## src/rtl/uart_pkg.sv

```systemverilog
// uart_pkg: shared types and helpers for the UART receive/transmit path.
// Holds the receiver state encoding and the clocks-per-bit divisor helper.
package uart_pkg;

  typedef enum logic [2:0] {
    IDLE   = 3'd0,
    START  = 3'd1,
    DATA   = 3'd2,
    PARITY = 3'd3,
    STOP   = 3'd4
  } uart_rx_state_t;

  // Clocks per bit for a given system clock and baud rate (truncating).
  function automatic int unsigned uart_clk_goal(input int unsigned clk_f,
                                                input int unsigned bps);
    return clk_f / bps;
  endfunction

endpackage

```

## src/rtl/uart_rx_param_if.sv

```systemverilog
// uart_rx_param_if: received-word stream with valid/ready handshake and the
// per-word status flags. The receiver drives it through the master modport.
interface uart_rx_param_if #(
  parameter int DATA_BITS = 8
) ();
  logic [DATA_BITS-1:0] rx_data;
  logic                 rx_valid;
  logic                 rx_ready;
  logic                 frame_err;
  logic                 parity_err;
  logic                 overrun;

  modport master (
    output rx_data, rx_valid, frame_err, parity_err, overrun,
    input  rx_ready
  );

  modport slave (
    input  rx_data, rx_valid, frame_err, parity_err, overrun,
    output rx_ready
  );
endinterface

```

## src/rtl/uart_bit_timer.sv

```systemverilog
// uart_bit_timer: mid-bit tick generator shared by the UART receiver and
// transmitter. After i_start the first tick lands CLK_GOAL/2 cycles later,
// then one tick every CLK_GOAL cycles while i_enable stays high.
module uart_bit_timer #(
  parameter int CLK_GOAL = 10
) (
  input  logic clk,
  input  logic rst_n,
  input  logic i_start,
  input  logic i_enable,
  output logic o_tick
);

  localparam int LP_CW = (CLK_GOAL > 1) ? $clog2(CLK_GOAL) : 1;
  localparam logic [LP_CW-1:0] LP_LAST = LP_CW'(CLK_GOAL - 1);
  // Preloading past zero makes the first wrap fall half a bit after start.
  localparam logic [LP_CW-1:0] LP_LOAD = LP_CW'(CLK_GOAL - CLK_GOAL / 2);

  logic [LP_CW-1:0] r_cnt;

  // Counter: preload on start, wrap at CLK_GOAL-1, park at zero when idle.
  always_ff @(posedge clk or negedge rst_n) begin
    if (!rst_n) begin
      r_cnt <= '0;
    end else if (i_start) begin
      r_cnt <= LP_LOAD;
    end else if (!i_enable) begin
      r_cnt <= '0;
    end else if (r_cnt == LP_LAST) begin
      r_cnt <= '0;
    end else begin
      r_cnt <= r_cnt + 1'b1;
    end
  end

  assign o_tick = i_enable && (r_cnt == LP_LAST);

endmodule

```

## src/rtl/uart_rx_param.sv

```systemverilog
// uart_rx_param: parametrised UART receiver with valid/ready word delivery.
// Optional parity is enabled by defining UART_RX_PARITY_EN; without it the
// frame is start + data + stop and parity_err is tied low.
//
// state  | meaning
// IDLE   | waiting for a 1->0 edge on the synchronised line
// START  | half-bit wait, then confirm the start bit is still low
// DATA   | shifting DATA_BITS samples in, LSB first
// PARITY | sampling the parity bit (UART_RX_PARITY_EN only)
// STOP   | sampling STOP_BITS stop bits, then delivering the word
module uart_rx_param
  import uart_pkg::*;
#(
  parameter int CLK_F      = 50_000_000,
  parameter int UART_BPS   = 115200,
  parameter int DATA_BITS  = 8,
  parameter int STOP_BITS  = 1,
  parameter int PARITY_ODD = 0
) (
  input  logic            clk,
  input  logic            rst_n,
  input  logic            uart_rxd,
  uart_rx_param_if.master rx,
  output logic            busy
);

  localparam int CLK_GOAL = int'(uart_clk_goal(CLK_F, UART_BPS));
  localparam int LP_BCW   = $clog2(DATA_BITS);
  localparam logic [LP_BCW-1:0] LP_DATA_LAST = LP_BCW'(DATA_BITS - 1);
  localparam logic [LP_BCW-1:0] LP_STOP_LAST = LP_BCW'(STOP_BITS - 1);

  // Elaboration-time parameter legality checks.
  if (CLK_GOAL < 4) begin : g_chk_goal
    $error("uart_rx_param: CLK_F / UART_BPS must be at least 4");
  end
  if (DATA_BITS < 5 || DATA_BITS > 9) begin : g_chk_data
    $error("uart_rx_param: DATA_BITS must be 5..9");
  end
  if (STOP_BITS < 1 || STOP_BITS > 2) begin : g_chk_stop
    $error("uart_rx_param: STOP_BITS must be 1 or 2");
  end
  if (PARITY_ODD < 0 || PARITY_ODD > 1) begin : g_chk_par
    $error("uart_rx_param: PARITY_ODD must be 0 or 1");
  end

  logic                 r_sync1;
  logic                 r_sync2;
  logic                 r_rxd_d;
  uart_rx_state_t       r_state;
  logic [LP_BCW-1:0]    r_bit_cnt;
  logic [DATA_BITS-1:0] r_shift;
  logic                 r_ferr_acc;
  logic [DATA_BITS-1:0] r_rx_data;
  logic                 r_rx_valid;
  logic                 r_frame_err;
  logic                 r_overrun;
  logic                 w_start_edge;
  logic                 w_tick;
  logic                 w_deliver;
`ifdef UART_RX_PARITY_EN
  localparam logic LP_ODD = 1'(PARITY_ODD);
  logic                 r_perr_acc;
  logic                 r_parity_err;
`endif

  // Two-flop synchroniser plus one edge register; all idle high.
  always_ff @(posedge clk or negedge rst_n) begin
    if (!rst_n) begin
      r_sync1 <= 1'b1;
      r_sync2 <= 1'b1;
      r_rxd_d <= 1'b1;
    end else begin
      r_sync1 <= uart_rxd;
      r_sync2 <= r_sync1;
      r_rxd_d <= r_sync2;
    end
  end

  assign w_start_edge = (r_state == IDLE) && r_rxd_d && !r_sync2;
  // A finished word may load if the slot is empty or is being freed now.
  assign w_deliver    = !r_rx_valid || rx.rx_ready;

  uart_bit_timer #(
    .CLK_GOAL(CLK_GOAL)
  ) u_bit_timer (
    .clk     (clk),
    .rst_n   (rst_n),
    .i_start (w_start_edge),
    .i_enable(r_state != IDLE),
    .o_tick  (w_tick)
  );

  // Frame FSM with registered word, flags and handshake outputs.
  always_ff @(posedge clk or negedge rst_n) begin
    if (!rst_n) begin
      r_state     <= IDLE;
      r_bit_cnt   <= '0;
      r_shift     <= '0;
      r_ferr_acc  <= 1'b0;
      r_rx_data   <= '0;
      r_rx_valid  <= 1'b0;
      r_frame_err <= 1'b0;
      r_overrun   <= 1'b0;
`ifdef UART_RX_PARITY_EN
      r_perr_acc   <= 1'b0;
      r_parity_err <= 1'b0;
`endif
    end else begin
      r_overrun <= 1'b0;
      if (r_rx_valid && rx.rx_ready) begin
        r_rx_valid <= 1'b0;
      end
      case (r_state)
        IDLE: begin
          if (w_start_edge) begin
            r_state    <= START;
            r_ferr_acc <= 1'b0;
          end
        end
        START: begin
          if (w_tick) begin
            if (r_sync2) begin
              r_state <= IDLE;
            end else begin
              r_state   <= DATA;
              r_bit_cnt <= '0;
            end
          end
        end
        DATA: begin
          if (w_tick) begin
            r_shift <= {r_sync2, r_shift[DATA_BITS-1:1]};
            if (r_bit_cnt == LP_DATA_LAST) begin
              r_bit_cnt <= '0;
`ifdef UART_RX_PARITY_EN
              r_state   <= PARITY;
`else
              r_state   <= STOP;
`endif
            end else begin
              r_bit_cnt <= r_bit_cnt + 1'b1;
            end
          end
        end
`ifdef UART_RX_PARITY_EN
        PARITY: begin
          if (w_tick) begin
            r_perr_acc <= (^r_shift) ^ r_sync2 ^ LP_ODD;
            r_state    <= STOP;
          end
        end
`endif
        STOP: begin
          if (w_tick) begin
            if (r_bit_cnt == LP_STOP_LAST) begin
              r_state   <= IDLE;
              r_bit_cnt <= '0;
              if (w_deliver) begin
                r_rx_data   <= r_shift;
                r_frame_err <= r_ferr_acc | !r_sync2;
                r_rx_valid  <= 1'b1;
`ifdef UART_RX_PARITY_EN
                r_parity_err <= r_perr_acc;
`endif
              end else begin
                r_overrun <= 1'b1;
              end
            end else begin
              r_bit_cnt  <= r_bit_cnt + 1'b1;
              r_ferr_acc <= r_ferr_acc | !r_sync2;
            end
          end
        end
        default: r_state <= IDLE;
      endcase
    end
  end

  assign rx.rx_data   = r_rx_data;
  assign rx.rx_valid  = r_rx_valid;
  assign rx.frame_err = r_frame_err;
  assign rx.overrun   = r_overrun;
`ifdef UART_RX_PARITY_EN
  assign rx.parity_err = r_parity_err;
`else
  assign rx.parity_err = 1'b0;
`endif
  assign busy = (r_state != IDLE);

endmodule

```

## src/flat_wrapper.sv

```systemverilog
// flat-port wrapper written by rule: the top's interface ports become plain ports
module uart_rx_param_flat import uart_pkg::*;
#(
  parameter int CLK_F      = 50_000_000,
  parameter int UART_BPS   = 115200,
  parameter int DATA_BITS  = 8,
  parameter int STOP_BITS  = 1,
  parameter int PARITY_ODD = 0
)
  (clk, rst_n, uart_rxd, busy, rx_rx_data, rx_rx_valid, rx_frame_err, rx_parity_err, rx_overrun, rx_rx_ready);
  uart_rx_param_if #(.DATA_BITS(DATA_BITS)) rx_i ();
  input  logic clk;
  input  logic rst_n;
  input  logic uart_rxd;
  output logic busy;
  output wire logic [$bits(rx_i.rx_data)-1:0] rx_rx_data;
  output wire logic [$bits(rx_i.rx_valid)-1:0] rx_rx_valid;
  output wire logic [$bits(rx_i.frame_err)-1:0] rx_frame_err;
  output wire logic [$bits(rx_i.parity_err)-1:0] rx_parity_err;
  output wire logic [$bits(rx_i.overrun)-1:0] rx_overrun;
  input wire logic [$bits(rx_i.rx_ready)-1:0] rx_rx_ready;
  assign rx_rx_data = rx_i.rx_data;
  assign rx_rx_valid = rx_i.rx_valid;
  assign rx_frame_err = rx_i.frame_err;
  assign rx_parity_err = rx_i.parity_err;
  assign rx_overrun = rx_i.overrun;
  assign rx_i.rx_ready = rx_rx_ready;
  uart_rx_param #(.CLK_F(CLK_F), .UART_BPS(UART_BPS), .DATA_BITS(DATA_BITS), .STOP_BITS(STOP_BITS), .PARITY_ODD(PARITY_ODD)) u_core (.clk(clk), .rst_n(rst_n), .uart_rxd(uart_rxd), .rx(rx_i), .busy(busy));
endmodule
```

## config.mk

```make
export PLATFORM = sky130hd
export DESIGN_NAME = uart_rx_param_flat
export DESIGN_NICKNAME = d
export VERILOG_FILES = /design/src/rtl/uart_pkg.sv /design/src/rtl/uart_rx_param_if.sv /design/src/rtl/uart_bit_timer.sv /design/src/rtl/uart_rx_param.sv /design/src/flat_wrapper.sv
export SDC_FILE = /design/constraint.sdc
export NUM_CORES = 1
export LEC_CHECK = 0
export ABC_AREA = 1
export CAP_MARGIN = 5
export CORE_MARGIN = 2
export CORE_UTILIZATION = 56
export CTS_CLUSTER_DIAMETER = 60
export DETAILED_ROUTE_END_ITERATION = 6
export DONT_BUFFER_PORTS = 1
export GPL_ROUTABILITY_DRIVEN = 0
export PLACE_DENSITY = 0.81
export SYNTH_ARGS = -nofsm -noshare
export SYNTH_HDL_FRONTEND = slang
export SYNTH_SLANG_ARGS = --single-unit
```

## constraint.sdc

```tcl
create_clock -name clk -period 1.3 [get_ports clk]
set_input_delay 0.065 -clock clk [delete_from_list [all_inputs] [get_ports clk]]
set_output_delay 0.065 -clock clk [all_outputs]
set_load 0.01 [all_outputs]
```

# == Word level (Yosys, flattened, before mapping) ==
# Index checks and enable logic that the tools add are counted.
# classes
n_addsub,2
n_eq_ne,13
mux,31
bitwise,1
reduce_logical,17
# op_table
op,n
$mux 3,12
$mux 9,3
$mux 1,12
$ne 2x2->1 const B,6
$pmux 3 s4,1
$add 9x1->9 const B,1
$eq 9x9->1 const B,1
$pmux 3 s3,1
$reduce_and 4->1,2
$eq 3x3->1 const B,2
$logic_not 3->1,2
$reduce_and 6->1,1
$reduce_bool 3->1,2
$reduce_and 5->1,1
$logic_and 1x1->1,4
$ne 2x1->1 const B,2
$add 3x1->3 const B,1
$eq 3x1->1 const B,1
$eq 3x2->1 const B,1
$logic_not 1->1,2
$mux 2,1
$pmux 1 s2,1
$reduce_and 2->1,1
$reduce_bool 2->1,1
2 further kinds,2
# totals
reg_bits,38
output_inout_bits,13
wordCells,76

# == Longest topological paths before layout ==
# Gate-level depths: netlist of run 1.
# depth
depth_word,6
depth_mapped,10
mapped_depth_nobuf,9

# == Modules after synthesis ==
# Synthesis of run 1 repeated with hierarchy kept, for this count alone.
# hier_totals
hier_cells,222
area_unflattened_um2,1936.9
# modules_own_cells
module,n_inst,cells_per_inst,area_per_inst_um2,seq_area_each_um2
uart_rx_param,1,152,1405.1,729.4
uart_bit_timer,1,70,531.8,225.2

# == Least setup slack after synthesis of run 1 ==
# Ideal clock, no wire load.
# synth_path
kind,reg-to-reg
startpoint,register u_core.u_bit_timer.r_cnt[1]
endpoint,register u_core.r_rx_data[3] (netlist: u_core.rx.rx_data[3])
setup_time_ns,0.118
arrival_time_ns,1.279
setup_slack_ns,-0.098
stages_incl_launch_ff,11
n_path_buf,1
path_cell_list,dfrtp_1 -> inv_1 -> ha_1 -> nand2_1 -> nor2_4 -> nand2_4 -> inv_6 -> nand3_4 -> buf_6 -> nand2_2 -> o21ai_2
# synth_via
elab_chain_len,3
# synth_lines
element,line,source
"start, declared",uart_bit_timer.sv:19,logic [LP_CW-1:0] r_cnt;
"start signal, assigned",uart_bit_timer.sv:32,r_cnt <= r_cnt + 1'b1;
$eq 9x9->1,uart_bit_timer.sv:36,assign o_tick = i_enable && (r_cnt == LP_LAST);
$logic_and 1x1->1,uart_bit_timer.sv:36,
$reduce_and 4->1 (no source line),--,
"end signal, assigned",uart_rx_param.sv:159,r_rx_data <= r_shift;
"end, declared",uart_rx_param.sv:53,logic [DATA_BITS-1:0] r_rx_data;
# No other way between the ends.
# A chain may end at the register's enable or synchronous reset.

# == Worst setup path after layout of run 1 ==
# layout_path
startpoint,register u_core.r_bit_cnt[1]
endpoint,register u_core.r_rx_data[2] (netlist: u_core.rx.rx_data[2])
# layout_via
elab_chain_len,2
# layout_lines
element,line,source
"start, declared",uart_rx_param.sv:50,logic [LP_BCW-1:0] r_bit_cnt;
"start signal, assigned",uart_rx_param.sv:141,r_bit_cnt <= r_bit_cnt + 1'b1;
"start signal, assigned",uart_rx_param.sv:169,r_bit_cnt <= r_bit_cnt + 1'b1;
$logic_not 3->1,uart_rx_param.sv:155,if (r_bit_cnt == LP_STOP_LAST) begin
$reduce_and 4->1 (no source line),--,
# No other way between the ends.

==> impl_metrics.csv, run 1 <==
group,metric,value,unit
pwr,power.density,1720,nW/um2
setup_path,worstSetupPathType,"register to register",
routing,drt_iter0_markers,145,
synth,synthTopCellsByArea,"dfrtp_1, nand2_1, o21ai_2",
clocking,insertion_delay,0.34,ns
run_status,status,"finished with violations",
setup_path,end_kind,"register",
routing,first_pass_iters,5,
flow_run,cap_violations,0,
timing,fin_skew,0.0147,ns
placed_design,portBuffers,0,
cells_and_area,area_growth,34.1,%
global_routing,grt_pass1_wl,6070,um
timing,fin_crit_sh,112,%
clocking,root_buffer,"clkbuf_4",
synth,synth_nets,229,
clocking,cts_tree,"built",
clocking,cts_sinks,38,
clocking,cts_max_level,2,
timing,max_freq,684,MHz
routing,vias_per_cell,5.40,
floorplan,die-height,62.1,um
routing,drt_wl_total,4960,um
floorplan,dieArea,3850,um2
synth,synth_cell_types,27,
floorplan,fp-row-count,21,
global_routing,grt_usage,22.0,%
hold_path,min_path_type,"input pin to asynchronous set/reset pin",
global_routing,grt-ovfl-total,0,
setup_path,crit_chain,"inv_1 -> ha_4 -> nand2_4 -> nor2_2 -> nand3_4 -> buf_12 -> nand2_2 -> o21ai_2",
setup_path,cpPeakStageDelay,0.41,ns
timing,period_minus_slack,1.46,ns
floorplan,die_x,62.1,um
timing,rsz0062_at_grt,"true",
cells_and_area,fin_nets,274,
routing,drt-wirelength-per-cell,15.9,um
cells_and_area,fin_area,2530,um2
clocking,cts_buffers,5,
global_routing,grt_max_degree,39,
setup_path,slowest_stage,"dfrtp_1",
synth,seq_area_frac_synth,50.6,%
routing,vias,1685,
clocking,clk_pin_slew_worst_paths,0.13,ns
synth,syn_inst,220,
synth,synth.largest_area_cell,"dfrtp_1",
setup_path,critical_path_required,1.54,ns
timing,hold_ws,0.178,ns
setup_path,path_max_fanout,17,
routing,postRouteAntennaNets,0,
synth,yosys_warnings,0,
cells_and_area,layout-drive-gt1-share,43.6,%
synth,synth-seq-cells,38,
cells_and_area,diodes,0,
pwr,irDropWorstVdd,0.000907,V
synth,syn-mean-instance-area,8.58,um2
timing,slew_violations,0,
floorplan,initial_utilization,57.5,%
placed_design,dpl_cell_area,2120,um2
clocking,clockBufferDepth,2,
pwr,leakagePower,1.25,nW
setup_path,crit_arrival,1.70,ns
setup_path,crit_path_start_kind,"register",
global_routing,first_global_vias,1404,
floorplan,core,3280,um2
synth,synth_top_cell_area_share,46.4,%
global_routing,antenna_found_initial,0,
floorplan,ios,17,
synth,netlist_area,1890,um2
routing,drc,0,
placed_design,dp_hpwl,2540,um
timing,finalSetupViolCount,30,
run_status,violations,"setup timing",
timing,hold_violations,0,
timing,postLayoutSetupSlackWorst,-0.161,ns
## registers in the layout, summed over array words and instances, names as in the netlist
name,cells
u_core.u_bit_timer.r_cnt,9
u_core.r_shift,8
u_core.rx.rx_data,8
u_core.r_bit_cnt,3
u_core.r_state,3
u_core.r_ferr_acc,1
u_core.r_rxd_d,1
u_core.r_sync1,1
u_core.r_sync2,1
u_core.rx.frame_err,1
u_core.rx.overrun,1
u_core.rx.rx_valid,1
## metrics by stage
step | util (%) | instances | setup WS (ns) | power (mW) | TNS [ns]
after floorplan | - | 220 | -0.0700 | 2.29 | -0.251
after global placement | 64.5 | 288 | -0.120 | 2.85 | -1.97
after detailed placement | 64.5 | 288 | -0.188 | 2.87 | -2.45
after CTS | 71.5 | 303 | -0.104 | 3.71 | -1.18
after global routing | 77.1 | 312 | -0.274 | 4.63 | -6.53
final | 77.1 | 312 | -0.161 | 4.36 | -3.47
## area by class of cell
class | count | area (um2)
Clock inverter | 2 | 12.5
Sequential cell | 38 | 957
Tap cell | 46 | 57.6
Clock buffer | 6 | 51.3
Inverter | 33 | 129
Multi-Input combinational cell | 147 | 968
Fill cell | 195 | 753
Timing Repair Buffer | 40 | 355
## routing by layer
metal / vias up / track usage, % / part of all wire (%)
met1: 821 / 30.7 / 40
met4: 0 / 10.0 / 3.6
met3: 16 / 4.55 / 4.8
met2: 61 / 33.0 / 51
li1: 787 / - / -
met5: - / 0 / 0
## repair_timing
item,CTS,global route
endpoints found under the hold margin,41,0
gates cloned,0,1
gates resized for setup,23,33
pin swaps,6,6
hold buffers,4,0
setup buffers,3,9
setup endpoints to repair,30,34
## cells in the final DEF, fill, tap and decap left out, types with 5 or more instances in the layout
cell type,n
clkbuf_4,5
nor2_1,9
buf_4,29
nand2_4,5
dfrtp_1,33
buf_6,6
nand2_2,18
inv_2,9
nand3_1,17
nand2_1,46
o21ai_2,13
o21ai_0,5
inv_1,23
## Yosys cell counts (all sizes together)
cell / number
a21oi: 1
inv: 33
conb: 1
nand3: 22
nor3: 5
ha: 5
dfstp: 3
xor2: 1
dfrtp: 35
o21ai: 20
nor2: 15
nand2: 69
a31oi: 1
nor3b: 2
xnor2: 1
nand4: 3
buf: 3
## worst max-delay path: cells and delay by family (launching register included)
kind | cells | cell delay [ns]
AO/OA/AOI/OAI | 1 | 0.05
adder cells (fa/ha/maj) | 1 | 0.16
buffers and inverters | 2 | 0.29
flip-flops | 1 | 0.41
AND/OR/NAND/NOR | 4 | 0.43
## cells by family after synthesis
logic type / after synthesis / synth area share, %
compound gates: 22 / 8.48
xor+xnor: 2 / 0.928
fa+ha+maj: 5 / 3.31
buf+inv: 36 / 8.22
flops: 38 / 50.6
other cells: 1 / 0.199
simple gates: 116 / 28.3
## where the power goes
part / internal, mW / switching (mW) / total (mW)
combinational: 0.942 / 1.24 / 2.18
sequential: 1.36 / 0.161 / 1.52
clock: 0.260 / 0.395 / 0.655
total: 2.56 / 1.80 / 4.36
## worst paths after layout
check	depth (start not counted)	start	slack (ns)	end
max in group asynchronous	2	rst_n	0.85	u_core.r_rxd_d$_DFF_PN1_
hold / removal	2	rst_n	0.18	u_core.r_bit_cnt[2]$_DFFE_PN0P_
setup reg to reg	8	u_core.r_bit_cnt[1]$_DFFE_PN0P_	-0.16	u_core.rx.rx_data[2]$_DFFE_PN0P_
hold reg to reg	0	u_core.r_sync1$_DFF_PN1_	0.36	u_core.r_sync2$_DFF_PN1_
setup / recovery	8	u_core.r_bit_cnt[1]$_DFFE_PN0P_	-0.16	u_core.rx.rx_data[2]$_DFFE_PN0P_
min in group clk	1	uart_rxd	0.27	u_core.r_sync1$_DFF_PN1_
Power figures use the tool's default switching activity.
==> inputs of run 2 (changes only) <==
--- a/config.mk
+++ b/config.mk
@@ -8,12 +8,12 @@
 export ABC_AREA = 1
 export CAP_MARGIN = 5
 export CORE_MARGIN = 2
-export CORE_UTILIZATION = 56
+export CORE_UTILIZATION = 62
 export CTS_CLUSTER_DIAMETER = 60
 export DETAILED_ROUTE_END_ITERATION = 6
 export DONT_BUFFER_PORTS = 1
 export GPL_ROUTABILITY_DRIVEN = 0
-export PLACE_DENSITY = 0.81
+export PLACE_DENSITY = 0.85
 export SYNTH_ARGS = -nofsm -noshare
 export SYNTH_HDL_FRONTEND = slang
 export SYNTH_SLANG_ARGS = --single-unit
==> constraint.sdc (replaced) <==
create_clock -name clk -period 1.45 [get_ports clk]
set_input_delay 0.0725 -clock clk [delete_from_list [all_inputs] [get_ports clk]]
set_output_delay 0.0725 -clock clk [all_outputs]
set_load 0.01 [all_outputs]
==> run 2 against run 1 <==
Compared with the run above:
- the run now ends clean
- critical path type unchanged
- via count fell by 11%
- power fell by 25%
- clock power rose by 15%
- sequential share of layout area rose by 5.8 points
- final area fell by 13%
- cell count fell by 12%
- largest power group is now sequential cells
==> impl_metrics.csv, run 2 (synthesized netlist as in run 1, its figures left out) <==
group,metric,value,unit
clocking,root_buffer,"clkbuf_4",
placed_design,post-place-ws,-0.0556,ns
pwr,power.density,1490,nW/um2
timing,slew_violations,0,
global_routing,grt-ovfl-total,0,
cells_and_area,fin_area,2190,um2
global_routing,grt_usage,22.7,%
setup_path,crit_path_start_kind,"register",
pwr,leakagePower,1.12,nW
setup_path,worstSetupPathType,"register to register",
clocking,cts_tree,"built",
global_routing,antenna_found_initial,0,
cells_and_area,largest_reg_flops,9,
cells_and_area,regArea,955,um2
clocking,clockBufferDepth,2,
setup_path,regToRegSetupSlack,0.04,ns
setup_path,path_buf_inv,0,
setup_path,rr_worst_depth,6,
timing,finalSetupViolCount,0,
cells_and_area,fin_nets,251,
setup_path,critical_path.most_common_cell,"nand2_1",
setup_path,slowest_stage,"dfrtp_1",
timing,postLayoutSetupSlackWorst,0.0411,ns
cells_and_area,postLayoutCoreUtil,73.6,%
timing,period_minus_slack,1.41,ns
floorplan,ios,17,
placed_design,dp_hpwl,2430,um
floorplan,fp-row-count,20,
setup_path,crit_family,"simple AND/OR/NAND/NOR gates",
setup_path,r2r-start,"u_core.r_state[1]$_DFFE_PN0P_",
clocking,clk_pin_slew_worst_paths,0.12,ns
timing,rsz0062_at_grt,"true",
routing,drt_wl_total,3570,um
floorplan,die-height,59.2,um
floorplan,core,2980,um2
setup_path,crit_cells,6,
clocking,cts_max_level,2,
setup_path,crit_chain,"nor2_2 -> nand2_1 -> nor2_4 -> nand3_4 -> nand2_1 -> o21ai_2",
flow_run,cap_violations,0,
cells_and_area,layout_commonest_cell,"nand2_1",
routing,drt-wirelength-per-cell,12.9,um
routing,vias_per_cell,5.46,
setup_path,cpPeakStageDelay,0.44,ns
routing,vias,1507,
global_routing,grt_max_degree,39,
cells_and_area,diodes,0,
floorplan,initial_utilization,63.4,%
floorplan,die_x,59.2,um
cells_and_area,final_cell_mix,"nand2_1, dfrtp_1, inv_1, nand3_1, o21ai_2",
cells_and_area,fillers,216,
floorplan,dieArea,3500,um2
placed_design,dpl_cell_area,1990,um2
routing,drt_iter0_markers,91,
routing,drc,0,
hold_path,min_path_type,"input pin to asynchronous set/reset pin",
cells_and_area,layout-drive-gt1-share,23.9,%
clocking,post_cts_buffers,0,
timing,fin_skew,0.0187,ns
clocking,cts_sinks,38,
routing,first_pass_iters,5,
cells_and_area,top_register,"u_core.u_bit_timer.r_cnt",
clocking,insertion_delay,0.36,ns
timing,fin_crit_sh,97.2,%
timing,setup_tns,0,ns
cells_and_area,multi_input_area,848,um2
run_status,status,"finished, final reports clean",
clocking,cts_buffers,5,
setup_path,critical_path_required,1.69,ns
routing,postRouteAntennaNets,0,
setup_path,path_max_fanout,5,
setup_path,end_kind,"register",
placed_design,portBuffers,0,
global_routing,grt_pass1_wl,5810,um
setup_path,crit_arrival,1.64,ns
timing,hold_violations,0,
cells_and_area,area_growth,16.0,%
timing,max_freq,710,MHz
setup_path,r2r-end,"u_core.rx.rx_data[2]$_DFFE_PN0P_",
global_routing,first_global_vias,1373,
pwr,irDropWorstVdd,0.000878,V
run 2: cell count changes in the layout (fill, tap and decap cells not counted), sizes merged:
cell	previous run	this run
inv	32	33
clkbuf	6	7
clkinv	2	0
nand3	22	25
buf	37	13
clkinvlp	1	0
dlygate4sd3	3	2
nand2	70	69
bufinv	0	1
run 2: metal layers:
layer	wire (um)	track usage [%]	up-vias
li1	-	-	753
met1	1650	29.3	708
met2	1700	34.7	37
met3	144	5.02	9
met4	74	13.6	0
met5	0	0	-
run 2: worst max path at each step:
stage / from / to
final: u_core.r_state[1]$_DFFE_PN0P_ / u_core.rx.rx_data[2]$_DFFE_PN0P_
after global routing: u_core.r_state[1]$_DFFE_PN0P_ / busy
after CTS: u_core.r_bit_cnt[0]$_DFFE_PN0P_ / u_core.r_state[2]$_DFFE_PN0P_
after detailed placement: u_core.r_bit_cnt[0]$_DFFE_PN0P_ / u_core.rx.frame_err$_DFFE_PN0P_
after global placement: u_core.u_bit_timer.r_cnt[1]$_DFF_PN0_ / u_core.rx.frame_err$_DFFE_PN0P_
after floorplan: u_core.u_bit_timer.r_cnt[1]$_DFF_PN0_ / u_core.rx.rx_data[3]$_DFFE_PN0P_
run 2: layout make-up:
type / count / share of cell area [%]
clock buffers: 7 / 2.51
clock inverters: 1 / 1.37
inverters: 33 / 6.00
multi-input cells: 149 / 38.7
flip-flops and latches: 38 / 43.6
well taps: 33 / 1.88
repair buffers: 15 / 5.94
run 2: what timing repair did:
action | CTS | global route
pin swaps | 1 | 5
hold endpoints to repair | 39 | 0
gates resized for setup | 3 | 8
hold buffers | 3 | 0
cloned | 1 | 2
endpoints found under the setup margin | 10 | 27
run 2: stage by stage:
stage               power [mW]  std cells  hold slack, ns
finish                    3.27        276           0.142
global route              3.52        276           0.151
CTS                       3.24        274          0.0232
detailed placement        2.42        262          -0.222
global placement          2.38        262          -0.222
floorplan                 2.04        220          -0.223
run 2: where the power goes:
group          switching, mW  leakage [nW]  internal, mW
clock network          0.342        0.0455         0.412
registers              0.126         0.510          1.21
logic                  0.749         0.563         0.432
==> inputs of run 3 (changes only) <==
--- a/config.mk
+++ b/config.mk
@@ -16,4 +16,5 @@
 export PLACE_DENSITY = 0.85
 export SYNTH_ARGS = -nofsm -noshare
 export SYNTH_HDL_FRONTEND = slang
+export SYNTH_HIERARCHICAL = 1
 export SYNTH_SLANG_ARGS = --single-unit
==> run 3 against run 2 <==
Compared with the run above:
- the run now ends with setup timing left
- critical path depth increased by 6
- utilization increased by 8.5 points
- via count increased by 8.9%
- worst setup slack got worse by 0.32 ns
- global-route usage increased by 4.6 points
==> impl_metrics.csv, run 3 <==
group,metric,value,unit
placed_design,dp_hpwl,2600,um
global_routing,grt-ovfl-total,0,
clocking,cts_buffers,5,
synth,synthTopCellsByArea,"dfrtp_1, nand2_1, o21ai_2",
routing,postRouteAntennaNets,0,
synth,synth_top_cell_area_share,45.2,%
floorplan,fp-row-count,20,
routing,vias_per_cell,5.62,
setup_path,r2r-end,"u_core/rx.frame_err$_DFFE_PN0P_",
cells_and_area,final_cell_mix,"nand2_1, dfrtp_1, inv_1, buf_4, nand2_2",
synth,synth_nets,231,
floorplan,die_x,59.9,um
pwr,total_power,3.57,mW
global_routing,grt_usage,27.3,%
setup_path,path_max_fanout,5,
setup_path,regToRegSetupSlack,-0.28,ns
timing,rsz0062_at_grt,"true",
cells_and_area,layout-drive-gt1-share,40.2,%
cells_and_area,diodes,0,
hold_path,min_path_type,"input pin to asynchronous set/reset pin",
cells_and_area,fillers,170,
setup_path,crit_chain,"inv_1 -> ha_2 -> nand2_2 -> nor2_4 -> nand2_2 -> nor2_4 -> inv_2 -> nor2_4 -> buf_4 -> nand3_4 -> nand2_2 -> o21ai_2",
routing,drc,0,
clocking,root_buffer,"clkbuf_4",
routing,drt-wirelength-per-cell,16.3,um
routing,drt_wl_total,4750,um
synth,synth_cell_types,28,
synth,synth_most_common_cell,"nand2_1",
setup_path,r2r-start,"u_core/u_bit_timer/r_cnt[1]$_DFF_PN0_",
setup_path,critical_path_required,1.70,ns
cells_and_area,top_register,"u_core/u_bit_timer/r_cnt",
timing,fin_crit_sh,119,%
synth,seq_area_frac_synth,49.3,%
timing,hold_violations,0,
setup_path,crit_family,"simple AND/OR/NAND/NOR gates",
floorplan,die-height,59.9,um
timing,finalSetupViolCount,25,
timing,postLayoutSetupSlackWorst,-0.275,ns
synth,syn-mean-instance-area,8.72,um2
synth,ys.flop_type,"dfrtp_1",
cells_and_area,multi_input_area,943,um2
clocking,clockBufferDepth,2,
clocking,insertion_delay,0.35,ns
pwr,power.density,1450,nW/um2
run_status,violations,"setup timing",
floorplan,core,3000,um2
timing,period_minus_slack,1.73,ns
cells_and_area,postLayoutCoreUtil,82.1,%
synth,synth-seq-cells,38,
global_routing,grt_max_degree,39,
cells_and_area,layout_commonest_cell,"nand2_1",
setup_path,worstSetupPathType,"register to register",
timing,slew_violations,0,
setup_path,rr_worst_depth,12,
routing,first_pass_iters,4,
run_status,status,"finished with violations",
global_routing,antenna_found_initial,0,
setup_path,end_kind,"register",
setup_path,slowest_stage,"dfrtp_1",
clocking,clk_pin_slew_worst_paths,0.12,ns
pwr,irDropWorstVdd,0.000982,V
synth,synth_enable_flop_cells,0,
synth,syn_inst,222,
synth,netlist_area,1940,um2
flow_run,cap_violations,0,
synth,yosys-top-cells-count,"nand2_1, dfrtp_1, inv_1",
setup_path,crit_cells,12,
setup_path,path_buf_inv,3,
routing,vias,1641,
placed_design,portBuffers,0,
pwr,leakagePower,1.20,nW
global_routing,grt_pass1_wl,7180,um
setup_path,crit_arrival,1.97,ns
clocking,cts_sinks,38,
cells_and_area,largest_reg_flops,9,
cells_and_area,regArea,955,um2
synth,synth.largest_area_cell,"dfrtp_1",
setup_path,cpPeakStageDelay,0.40,ns
floorplan,initial_utilization,64.5,%
floorplan,dieArea,3590,um2
clocking,cts_max_level,2,
cells_and_area,fin_nets,267,
cells_and_area,area_growth,27.3,%
timing,fin_skew,0.00270,ns
floorplan,ios,17,
global_routing,first_global_vias,1617,
routing,drt_iter0_markers,87,
synth,synthArstFlopShare,100,%
synth,yosys_warnings,6,
clocking,cts_tree,"built",
setup_path,crit_path_start_kind,"register",
timing,max_freq,580,MHz
-- run 3: changes by cell type after synthesis, moves of 2 or more --
cell | previous run | this run
nand3_1 | 21 | 7
nor2_1 | 10 | 17
nand2_1 | 65 | 60
nand2_2 | 3 | 8
nor3_1 | 5 | 0
nor2_2 | 3 | 7
o21ai_2 | 13 | 17
nand3_2 | 0 | 3
nand4_1 | 3 | 0
inv_1 | 30 | 32
nor3_2 | 0 | 2
nor3b_1 | 2 | 0
-- run 3: worst max path at each step --
stage | startpoint | to
after floorplan | u_core/u_bit_timer/r_cnt[1]$_DFF_PN0_ | u_core/rx.rx_data[7]$_DFFE_PN0P_
after detailed placement | u_core/u_bit_timer/r_cnt[1]$_DFF_PN0_ | u_core/rx.rx_data[3]$_DFFE_PN0P_
after global routing | u_core/u_bit_timer/r_cnt[1]$_DFF_PN0_ | u_core/rx.frame_err$_DFFE_PN0P_
after CTS | u_core/u_bit_timer/r_cnt[1]$_DFF_PN0_ | u_core/rx.rx_data[3]$_DFFE_PN0P_
final | u_core/u_bit_timer/r_cnt[1]$_DFF_PN0_ | u_core/rx.frame_err$_DFFE_PN0P_
after global placement | u_core/u_bit_timer/r_cnt[1]$_DFF_PN0_ | u_core/rx.frame_err$_DFFE_PN0P_
-- run 3: cell type report --
type	instances	share of cell area [%]
Sequential cell	38	38.7
Multi-Input combinational cell	148	38.3
Timing Repair Buffer	29	11.2
Inverter	36	5.58
Clock inverter	2	2.44
Clock buffer	6	2.08
Tap cell	33	1.68
-- run 3: worst reg2reg max path: stages (launching register included) --
cell and delay, ns:
dfrtp_1 0.40, inv_1 0.06, ha_2 0.18, nand2_2 0.07, nor2_4 0.08, nand2_2 0.08
nor2_4 0.13, inv_2 0.07, nor2_4 0.11, buf_4 0.14, nand3_4 0.12, nand2_2 0.11
o21ai_2 0.06
-- run 3: timing repair --
item | in CTS | in global routing
pin swaps | 3 | 7
endpoints found under the hold margin | 39 | 0
resized for setup | 13 | 16
endpoints found under the setup margin | 21 | 33
hold buffers | 3 | 0
cloned | 3 | 1
setup buffers | 5 | 3
-- run 3: cells by family (layout without fill, tap and decap cells) --
| logic type | after synthesis | in the layout | synth area share, % |
|---|---|---|---|
| fa+ha+maj | 5 | 5 | 3.23 |
| buf+inv | 39 | 73 | 8.66 |
| simple gates | 108 | 111 | 26.6 |
| xor+xnor | 2 | 2 | 0.905 |
| compound gates | 29 | 29 | 11.1 |
| other cells | 1 | 1 | 0.194 |
| flops | 38 | 38 | 49.3 |
-- run 3: metal layers --
layer,vias up,share of wire (%),GRT usage (%)
met4,0,3.6,6.03
met5,-,0,0
met3,22,5.6,8.01
li1,763,-,-
met1,787,39,32.2
met2,69,52,48.8
-- run 3: metrics by stage --
step           instances  hold slack [ns]  setup slack, ns  instance area [um2]  setup TNS [ns]
6_report             292            0.162           -0.275                 2460           -5.59
5_1_grt              292            0.161           -0.387                 2460           -8.26
3_5_place_dp         271           -0.223           -0.224                 2120           -2.69
2_1_floorplan        222           -0.223           -0.145                 1960          -0.917
4_1_cts              290            0.166           -0.152                 2380           -2.25
3_3_place_gp         271           -0.223           -0.139                 2120           -1.43
-- run 3: where the power goes --
group / internal (mW) / total, mW / switching, mW
clock network: 0.584 / 0.953 / 0.369
logic: 0.495 / 1.35 / 0.853
registers: 1.18 / 1.27 / 0.0844
total: 2.26 / 3.57 / 1.31
